--- src/rtl/stack_arbiter_if.sv ---
// Handshake bundle between the two stack clients, the arbiter and the operator stack.
// Ports: req_* / rsp_dat are per-client (index 0 = infix converter, 1 = RPN evaluator);
//        stk_* is the single stack port. master = clients + stack side, slave = arbiter.
interface stack_arbiter_if #(
  parameter int DW = 8
);
  // Client request side (bit/element n belongs to client n)
  logic [1:0]         req_stb;
  logic [1:0]         req_op;    // 1 = push, 0 = pop
  logic [1:0][DW-1:0] req_dat;
  logic [1:0]         req_lock;
  logic [1:0]         req_ack;
  logic [1:0]         req_err;
  logic [1:0][DW-1:0] rsp_dat;

  // Stack port
  logic               stk_stb;
  logic               stk_op;
  logic [DW-1:0]      stk_wdat;
  logic               stk_ack;
  logic [DW-1:0]      stk_rdat;

  modport master (
    output req_stb, req_op, req_dat, req_lock, stk_ack, stk_rdat,
    input  req_ack, req_err, rsp_dat, stk_stb, stk_op, stk_wdat
  );

  modport slave (
    input  req_stb, req_op, req_dat, req_lock, stk_ack, stk_rdat,
    output req_ack, req_err, rsp_dat, stk_stb, stk_op, stk_wdat
  );
endinterface

--- src/rtl/stack_arbiter.sv ---
// Arbitrates two clients onto one operator stack, tracks occupancy, rejects over/underflow, supports lock.
// Latency: legal op = STK_ACK cycle + 1 (min 2 cycles); rejected op acks 1 cycle after STB.
// Backpressure: requests held until ACK; stack may stall via STK_ACK; losing client waits indefinitely.
// Ports: clk_i/rst_i (sync active-high), bus (slave modport of stack_arbiter_if),
//        count_o occupancy, full_o / empty_o derived from the registered count.
module stack_arbiter #(
  parameter int DEPTH = 16,
  parameter int DW    = 8,
  parameter int CW    = 5
) (
  input  logic           clk_i,
  input  logic           rst_i,
  stack_arbiter_if.slave bus,
  output logic [CW-1:0]  count_o,
  output logic           full_o,
  output logic           empty_o
);

  typedef enum logic [1:0] {
    IDLE  = 2'd0,
    ISSUE = 2'd1,
    RESP  = 2'd2
  } state_t;

  state_t        state_q, state_d;
  logic          grant_q, grant_d;
  logic          op_q, op_d;
  logic          err_q, err_d;
  logic          last_q, last_d;
  logic          own_vld_q, own_vld_d;
  logic          own_q, own_d;
  logic [DW-1:0] wdat_q, wdat_d;
  logic [DW-1:0] rdat_q, rdat_d;
  logic [CW-1:0] count_q, count_d;

  logic          own_hold;
  logic          sel_vld;
  logic          sel;
  logic          illegal;

  assign count_o = count_q;
  assign full_o  = (count_q == CW'(DEPTH));
  assign empty_o = (count_q == '0);

  // Request selection. A locking owner shuts the other client out even while
  // the owner itself has nothing pending.
  always_comb begin
    own_hold = own_vld_q && bus.req_lock[own_q];
    sel_vld  = 1'b0;
    sel      = 1'b0;
    if (own_hold) begin
      sel_vld = bus.req_stb[own_q];
      sel     = own_q;
    end else if (bus.req_stb[0] && bus.req_stb[1]) begin
      sel_vld = 1'b1;
      sel     = ~last_q;
    end else if (bus.req_stb[0]) begin
      sel_vld = 1'b1;
      sel     = 1'b0;
    end else if (bus.req_stb[1]) begin
      sel_vld = 1'b1;
      sel     = 1'b1;
    end
  end

  assign illegal = (bus.req_op[sel] && full_o) || (!bus.req_op[sel] && empty_o);

  // Next-state logic
  always_comb begin
    state_d   = state_q;
    grant_d   = grant_q;
    op_d      = op_q;
    err_d     = err_q;
    last_d    = last_q;
    own_vld_d = own_vld_q;
    own_d     = own_q;
    wdat_d    = wdat_q;
    rdat_d    = rdat_q;
    count_d   = count_q;

    case (state_q)
      IDLE: begin
        // Owner released its lock: ownership ends now so this cycle arbitrates normally.
        if (own_vld_q && !bus.req_lock[own_q]) begin
          own_vld_d = 1'b0;
        end
        if (sel_vld) begin
          grant_d = sel;
          op_d    = bus.req_op[sel];
          wdat_d  = bus.req_dat[sel];
          rdat_d  = '0;
          if (illegal) begin
            // Reject without touching the stack; count stays as is.
            err_d   = 1'b1;
            state_d = RESP;
          end else begin
            err_d   = 1'b0;
            state_d = ISSUE;
          end
        end
      end

      ISSUE: begin
        if (bus.stk_ack) begin
          if (op_q) begin
            count_d = count_q + CW'(1);
          end else begin
            count_d = count_q - CW'(1);
            rdat_d  = bus.stk_rdat;
          end
          state_d = RESP;
        end
      end

      RESP: begin
        last_d    = grant_q;
        own_vld_d = bus.req_lock[grant_q];
        own_d     = grant_q;
        state_d   = IDLE;
      end

      default: begin
        state_d = IDLE;
      end
    endcase
  end

  // Outputs are decoded from registered state only.
  always_comb begin
    bus.req_ack  = '0;
    bus.req_err  = '0;
    bus.rsp_dat  = '0;
    bus.stk_stb  = 1'b0;
    bus.stk_op   = 1'b0;
    bus.stk_wdat = '0;
    if (state_q == RESP) begin
      bus.req_ack[grant_q] = 1'b1;
      bus.req_err[grant_q] = err_q;
      bus.rsp_dat[grant_q] = rdat_q;
    end
    if (state_q == ISSUE) begin
      bus.stk_stb  = 1'b1;
      bus.stk_op   = op_q;
      bus.stk_wdat = wdat_q;
    end
  end

  always_ff @(posedge clk_i) begin
    if (rst_i) begin
      state_q   <= IDLE;
      grant_q   <= 1'b0;
      op_q      <= 1'b0;
      err_q     <= 1'b0;
      last_q    <= 1'b1;  // client 0 wins the first tie
      own_vld_q <= 1'b0;
      own_q     <= 1'b0;
      wdat_q    <= '0;
      rdat_q    <= '0;
      count_q   <= '0;
    end else begin
      state_q   <= state_d;
      grant_q   <= grant_d;
      op_q      <= op_d;
      err_q     <= err_d;
      last_q    <= last_d;
      own_vld_q <= own_vld_d;
      own_q     <= own_d;
      wdat_q    <= wdat_d;
      rdat_q    <= rdat_d;
      count_q   <= count_d;
    end
  end

endmodule

--- src/flat_wrapper.sv ---
// flat-port wrapper written by rule: the top's interface ports become plain ports
module stack_arbiter_flat 
#(
  parameter int DEPTH = 16,
  parameter int DW    = 8,
  parameter int CW    = 5
)
  (clk_i, rst_i, count_o, full_o, empty_o, bus_req_stb, bus_req_op, bus_req_dat, bus_req_lock, bus_stk_ack, bus_stk_rdat, bus_req_ack, bus_req_err, bus_rsp_dat, bus_stk_stb, bus_stk_op, bus_stk_wdat);
  stack_arbiter_if #(.DW(DW)) bus_i ();
  input  logic clk_i;
  input  logic rst_i;
  output logic [CW-1:0] count_o;
  output logic full_o;
  output logic empty_o;
  input wire logic [$bits(bus_i.req_stb)-1:0] bus_req_stb;
  input wire logic [$bits(bus_i.req_op)-1:0] bus_req_op;
  input wire logic [$bits(bus_i.req_dat)-1:0] bus_req_dat;
  input wire logic [$bits(bus_i.req_lock)-1:0] bus_req_lock;
  input wire logic [$bits(bus_i.stk_ack)-1:0] bus_stk_ack;
  input wire logic [$bits(bus_i.stk_rdat)-1:0] bus_stk_rdat;
  output wire logic [$bits(bus_i.req_ack)-1:0] bus_req_ack;
  output wire logic [$bits(bus_i.req_err)-1:0] bus_req_err;
  output wire logic [$bits(bus_i.rsp_dat)-1:0] bus_rsp_dat;
  output wire logic [$bits(bus_i.stk_stb)-1:0] bus_stk_stb;
  output wire logic [$bits(bus_i.stk_op)-1:0] bus_stk_op;
  output wire logic [$bits(bus_i.stk_wdat)-1:0] bus_stk_wdat;
  assign bus_i.req_stb = bus_req_stb;
  assign bus_i.req_op = bus_req_op;
  assign bus_i.req_dat = bus_req_dat;
  assign bus_i.req_lock = bus_req_lock;
  assign bus_i.stk_ack = bus_stk_ack;
  assign bus_i.stk_rdat = bus_stk_rdat;
  assign bus_req_ack = bus_i.req_ack;
  assign bus_req_err = bus_i.req_err;
  assign bus_rsp_dat = bus_i.rsp_dat;
  assign bus_stk_stb = bus_i.stk_stb;
  assign bus_stk_op = bus_i.stk_op;
  assign bus_stk_wdat = bus_i.stk_wdat;
  stack_arbiter #(.DEPTH(DEPTH), .DW(DW), .CW(CW)) u_core (.clk_i(clk_i), .rst_i(rst_i), .bus(bus_i), .count_o(count_o), .full_o(full_o), .empty_o(empty_o));
endmodule
--- config.mk ---
export PLATFORM = sky130hd
export DESIGN_NAME = stack_arbiter_flat
export DESIGN_NICKNAME = d
export VERILOG_FILES = /design/src/rtl/stack_arbiter_if.sv /design/src/rtl/stack_arbiter.sv /design/src/flat_wrapper.sv
export SDC_FILE = /design/constraint.sdc
export NUM_CORES = 1
export LEC_CHECK = 0
export CAP_MARGIN = 40
export CORE_MARGIN = 2
export CORE_UTILIZATION = 40
export CTS_BUF_LIST = sky130_fd_sc_hd__clkbuf_16
export DETAILED_ROUTE_END_ITERATION = 16
export GPL_ROUTABILITY_DRIVEN = 0
export GPL_TIMING_DRIVEN = 0
export PLACE_DENSITY = 0.77
export SYNTH_ARGS = -nofsm -noshare
export SYNTH_HDL_FRONTEND = slang
export SYNTH_SLANG_ARGS = --single-unit
export TNS_END_PERCENT = 30
--- constraint.sdc ---
create_clock -name clk_i -period 3.9 [get_ports clk_i]
set_input_delay 0.975 -clock clk_i [delete_from_list [all_inputs] [get_ports clk_i]]
set_output_delay 0.975 -clock clk_i [all_outputs]
set_load 0.1 [all_outputs]
==> report_table.html <==
<table>
<tr><th>Metric</th><th>Value</th></tr>
<tr><th colspan="2">Outcome</th></tr>
<tr><td>Outcome</td><td>finished clean</td></tr>
<tr><th colspan="2">Power</th></tr>
<tr><td>Total design power</td><td>1890 uW</td></tr>
<tr><td>Power density over the cells</td><td>623 mW/mm2</td></tr>
<tr><td>Max VDD drop</td><td>0.631 mV</td></tr>
<tr><td>Total leakage power</td><td>0.00122 uW</td></tr>
<tr><th colspan="2">Timing</th></tr>
<tr><td>Final max-slew violation count</td><td>0</td></tr>
<tr><td>Setup skew after layout</td><td>0.00637 ns</td></tr>
<tr><td>Fin crit share</td><td>0.936</td></tr>
<tr><td>Max transition margin</td><td>0.527</td></tr>
<tr><td>Unrepaired setup endpoints after global routing</td><td>no</td></tr>
<tr><td>Worst Max-Slew Pin Slew</td><td>0.706 ns</td></tr>
<tr><td>Sum Neg Setup Slack</td><td>0 ns</td></tr>
<tr><td>Post-route minimum period</td><td>3.65 ns</td></tr>
<tr><td>Endpoints failing hold</td><td>0</td></tr>
<tr><td>Final setup violation count</td><td>0</td></tr>
<tr><td>Final worst slack</td><td>0.250 ns</td></tr>
<tr><td>Max Fclk</td><td>0.274 GHz</td></tr>
<tr><th colspan="2">Critical path</th></tr>
<tr><td>Cell breakdown of the critical path</td><td>clkbuf_1, nand2_1, nor2_2, and2_1, clkdlybuf4s50_1, buf_8</td></tr>
<tr><td>FF-to-FF End</td><td>u_core.count_o[4]$_SDFFE_PP0P_</td></tr>
<tr><td>Delay of the slowest cell on the worst path</td><td>0.53 ns</td></tr>
<tr><td>Worst R2R Setup Slack</td><td>1.78 ns</td></tr>
<tr><td>Data required time of the worst path</td><td>2.92 ns</td></tr>
<tr><td>Arrival time worst endpoint</td><td>2.68 ns</td></tr>
<tr><td>Cell count of the worst reg-to-reg path</td><td>7</td></tr>
<tr><td>Maximum fanout encountered on the critical timing path</td><td>10</td></tr>
<tr><td>Crit path capture</td><td>bus_rsp_dat[1]</td></tr>
<tr><td>Sort of element at the end of the critical path</td><td>output port</td></tr>
<tr><td>Category of the worst setup path launch point</td><td>flip-flop</td></tr>
<tr><td>Launching element of the worst setup path</td><td>u_core.state_q[1]$_SDFFE_PP0P_</td></tr>
<tr><td>Kind of critical path</td><td>reg -&gt; out</td></tr>
<tr><td>CP max-delay cell</td><td>sky130_fd_sc_hd__clkdlybuf4s50_1</td></tr>
<tr><td>Reg-to-reg startpoint</td><td>u_core.op_q$_SDFFE_PP0P_</td></tr>
<tr><th colspan="2">Global route</th></tr>
<tr><td>GR met1 Demand/Resource</td><td>0.270</td></tr>
<tr><td>Overall global routing resource usage</td><td>0.249</td></tr>
<tr><td>Antenna violations before repair</td><td>0</td></tr>
<tr><td>Busiest grt layer</td><td>met2</td></tr>
<tr><td>GR Util met3</td><td>0.0579</td></tr>
<tr><td>Fraction of met2 tracks used by global routing</td><td>0.445</td></tr>
<tr><td>Largest net degree at the start of global routing</td><td>11</td></tr>
<tr><td>Number of global-route vias before repair</td><td>1794</td></tr>
<tr><td>Total grt overflow</td><td>0</td></tr>
<tr><td>First-pass GRT wire length</td><td>8220 um</td></tr>
<tr><th colspan="2">CTS</th></tr>
<tr><td># H-tree levels</td><td>2</td></tr>
<tr><td>Num Clock Sinks</td><td>29</td></tr>
<tr><td>Clock insertion delay at the later pin of the skew report</td><td>0.27 ns</td></tr>
<tr><td>Post-CTS clock slew at the launch and capture registers of the worst setup and hold paths</td><td>0.04 ns</td></tr>
<tr><td>Clock buffer count from CTS</td><td>5</td></tr>
<tr><td>Cts repair resizes</td><td>0</td></tr>
<tr><td>Buffers from clock root to sink, at most</td><td>2</td></tr>
<tr><td>TritonCTS clock tree</td><td>yes</td></tr>
<tr><td>Number of buffers inserted to repair setup after CTS</td><td>0</td></tr>
<tr><td># hold bufs at CTS</td><td>0</td></tr>
<tr><td>Root buf cell</td><td>sky130_fd_sc_hd__clkbuf_16</td></tr>
<tr><th colspan="2">Floorplan</th></tr>
<tr><td>Starting utilization of the core area</td><td>0.420</td></tr>
<tr><td>Die Span X</td><td>66.3 um</td></tr>
<tr><td>Site row count</td><td>22</td></tr>
<tr><td>I/O pin cnt</td><td>70</td></tr>
<tr><td>Area of the placeable core</td><td>0.00369 mm2</td></tr>
<tr><td>Vertical extent of the die</td><td>66.3 um</td></tr>
<tr><td>Area enclosed by the die boundary</td><td>0.00439 mm2</td></tr>
<tr><th colspan="2">Placement</th></tr>
<tr><td>Estimated wirelength of the detail-placed design</td><td>4010 um</td></tr>
<tr><td>Count of input and output buffers</td><td>69</td></tr>
<tr><td>Setup Slack @ Placement</td><td>0.737 ns</td></tr>
<tr><th colspan="2">Synth</th></tr>
<tr><td>Share of flip-flops with an asynchronous set or reset after synthesis</td><td>0</td></tr>
<tr><td>Most common cell in the synthesized netlist</td><td>sky130_fd_sc_hd__dfxtp_1</td></tr>
<tr><td>Yosys warns</td><td>0</td></tr>
<tr><td>Post-synth top flop</td><td>sky130_fd_sc_hd__dfxtp_1</td></tr>
<tr><td>Portion of synthesized cell area occupied by the leading cell type</td><td>0.374</td></tr>
<tr><td>Number of storage elements in the synthesis netlist</td><td>29</td></tr>
<tr><td>Commonest cells post-synth</td><td>29 x sky130_fd_sc_hd__dfxtp_1, 26 x sky130_fd_sc_hd__and2_1, 22 x sky130_fd_sc_hd__nor2_1, 16 x sky130_fd_sc_hd__a21oi_1, 16 x sky130_fd_sc_hd__nand2_1</td></tr>
<tr><td>Post-synthesis net count</td><td>228</td></tr>
<tr><td>Sequential-to-total area share from yosys stat</td><td>0.374</td></tr>
<tr><td>Number of enable-type register cells in the synthesized netlist</td><td>0</td></tr>
<tr><td>Cells after Synth</td><td>191</td></tr>
<tr><td>Synth unique cells</td><td>35</td></tr>
<tr><td>Cell types with the largest area share after synthesis</td><td>sky130_fd_sc_hd__dfxtp_1 37%, sky130_fd_sc_hd__and2_1 10%, sky130_fd_sc_hd__mux2i_1 6.5%</td></tr>
<tr><td>Cell type contributing the most total cell area after synthesis</td><td>sky130_fd_sc_hd__dfxtp_1</td></tr>
<tr><td>Cell area after technology mapping</td><td>0.00155 mm2</td></tr>
<tr><td>Synthesized area per cell</td><td>8.12 um2</td></tr>
<tr><th colspan="2">Drt</th></tr>
<tr><td>Sum of routed wire length over all layers</td><td>5490 um</td></tr>
<tr><td>Wire per inst</td><td>15.6 um</td></tr>
<tr><td>Remaining design rule violation count</td><td>0</td></tr>
<tr><td>First-pass detailed-route iteration total</td><td>4</td></tr>
<tr><td>ANT nets after route</td><td>0</td></tr>
<tr><td>Vias per Instance</td><td>5.24</td></tr>
<tr><td>Number of vias after detailed routing</td><td>1843</td></tr>
<tr><td>Count of routing violations after the opening detailed-route iteration</td><td>102</td></tr>
<tr><th colspan="2">Flow run</th></tr>
<tr><td>Number of max-cap violations</td><td>0</td></tr>
<tr><th colspan="2">Cells and area</th></tr>
<tr><td>Combined area of the multi-input logic cells</td><td>918 um2</td></tr>
<tr><td>Filler Cells Inserted</td><td>211</td></tr>
<tr><td>Area growth syn-to-layout</td><td>95.4%</td></tr>
<tr><td>Number of nets at the end of the flow</td><td>341</td></tr>
<tr><td>Reg area</td><td>581 um2</td></tr>
<tr><td>Antenna Cells</td><td>0</td></tr>
<tr><td>Fraction of layout instances using a drive strength above 1</td><td>0.161</td></tr>
<tr><th colspan="2">Hold path</th></tr>
<tr><td>Class of the worst hold path</td><td>reg -&gt; reg</td></tr>
</table>
## cell usage in the layout (no fill, tap or decap), drive strengths merged, types with 2 or more instances in the layout
master and n:
ha 3, mux2i 10, clkbuf 11, inv 7, nand2 16, clkdlybuf4s50 69
xnor2 2, and3 5, a21oi 16, buf 39, and2 26, nor3 3
nor2b 3, a31oi 3, nor2 22, a211oi 9, nand3 3, dfxtp 29
o21ai 11, or4 2
## where the power goes
| part | leakage (uW) | internal, uW | switching (uW) | total (uW) |
|---|---|---|---|---|
| clock network | 0.0000685 | 227 | 119 | 346 |
| registers | 0.000238 | 373 | 63.2 | 436 |
| logic | 0.000910 | 416 | 689 | 1110 |
## how the worst min path moves through the flow
stage | end | start | depth (start not counted)
floorplan | u_core.last_q$_SDFFE_PP1P_ | u_core.last_q$_SDFFE_PP1P_ | 1
global placement | u_core.last_q$_SDFFE_PP1P_ | u_core.last_q$_SDFFE_PP1P_ | 1
detailed placement | u_core.last_q$_SDFFE_PP1P_ | u_core.last_q$_SDFFE_PP1P_ | 1
CTS | u_core.rdat_q[4]$_SDFFE_PP0P_ | u_core.rdat_q[4]$_SDFFE_PP0P_ | 2
global route | u_core.count_o[3]$_SDFFE_PP0P_ | u_core.count_o[3]$_SDFFE_PP0P_ | 2
finish | u_core.wdat_q[5]$_SDFFE_PP0P_ | u_core.wdat_q[5]$_SDFFE_PP0P_ | 2
## cell families after synthesis
family | synth area share
and+or+nand+nor | 0.285
AOI/OAI and AO/OA | 0.186
DFF | 0.374
buffers and inverters | 0.0347
muxes | 0.0718
adders and majority gates | 0.0371
xor gates and xnor gates | 0.0113
## layer usage
layer  wire, um  vias up  part of all wire
li1           -      892                 -
met1       2090      853              0.38
met2       2910       84              0.53
met3        329       14             0.060
met4        155        0             0.028
met5          0        -                 0
## stage by stage
step	std cells	util	area (um2)	hold WS, ns
2_1_floorplan	191	-	1550	0.435
3_3_place_gp	308	0.624	2300	0.450
3_5_place_dp	345	0.785	2900	0.471
4_1_cts	352	0.821	3030	0.491
5_1_grt	352	0.821	3030	0.516
6_report	352	0.821	3030	0.492
## layout make-up
class | instances | share of cell area
Multi-Input combinational cell | 148 | 0.303
Tap cell | 48 | 0.0198
Timing Repair Buffer | 106 | 0.424
Clock buffer | 5 | 0.0413
Sequential cell | 29 | 0.192
Buffer | 8 | 0.0103
Inverter | 6 | 0.00743
Clock inverter | 2 | 0.00248
## worst max-delay path: cells and delay by family, from the launching register on
| kind | cells | cell delay [ns] |
|---|---|---|
| AND/OR/NAND/NOR | 3 | 0.79 |
| buffers and inverters | 3 | 1.14 |
| flip-flops | 1 | 0.46 |
## flip-flops by register name, indices dropped and copies added, names as in the netlist
signal and count:
u_core.count_o 5, u_core.own_q 1, u_core.op_q 1, u_core.err_q 1, u_core.own_vld_q 1, u_core.state_q 2, u_core.grant_q 1, u_core.rdat_q 8
u_core.last_q 1, u_core.wdat_q 8
No activity file was read; power rests on OpenSTA's default activity.
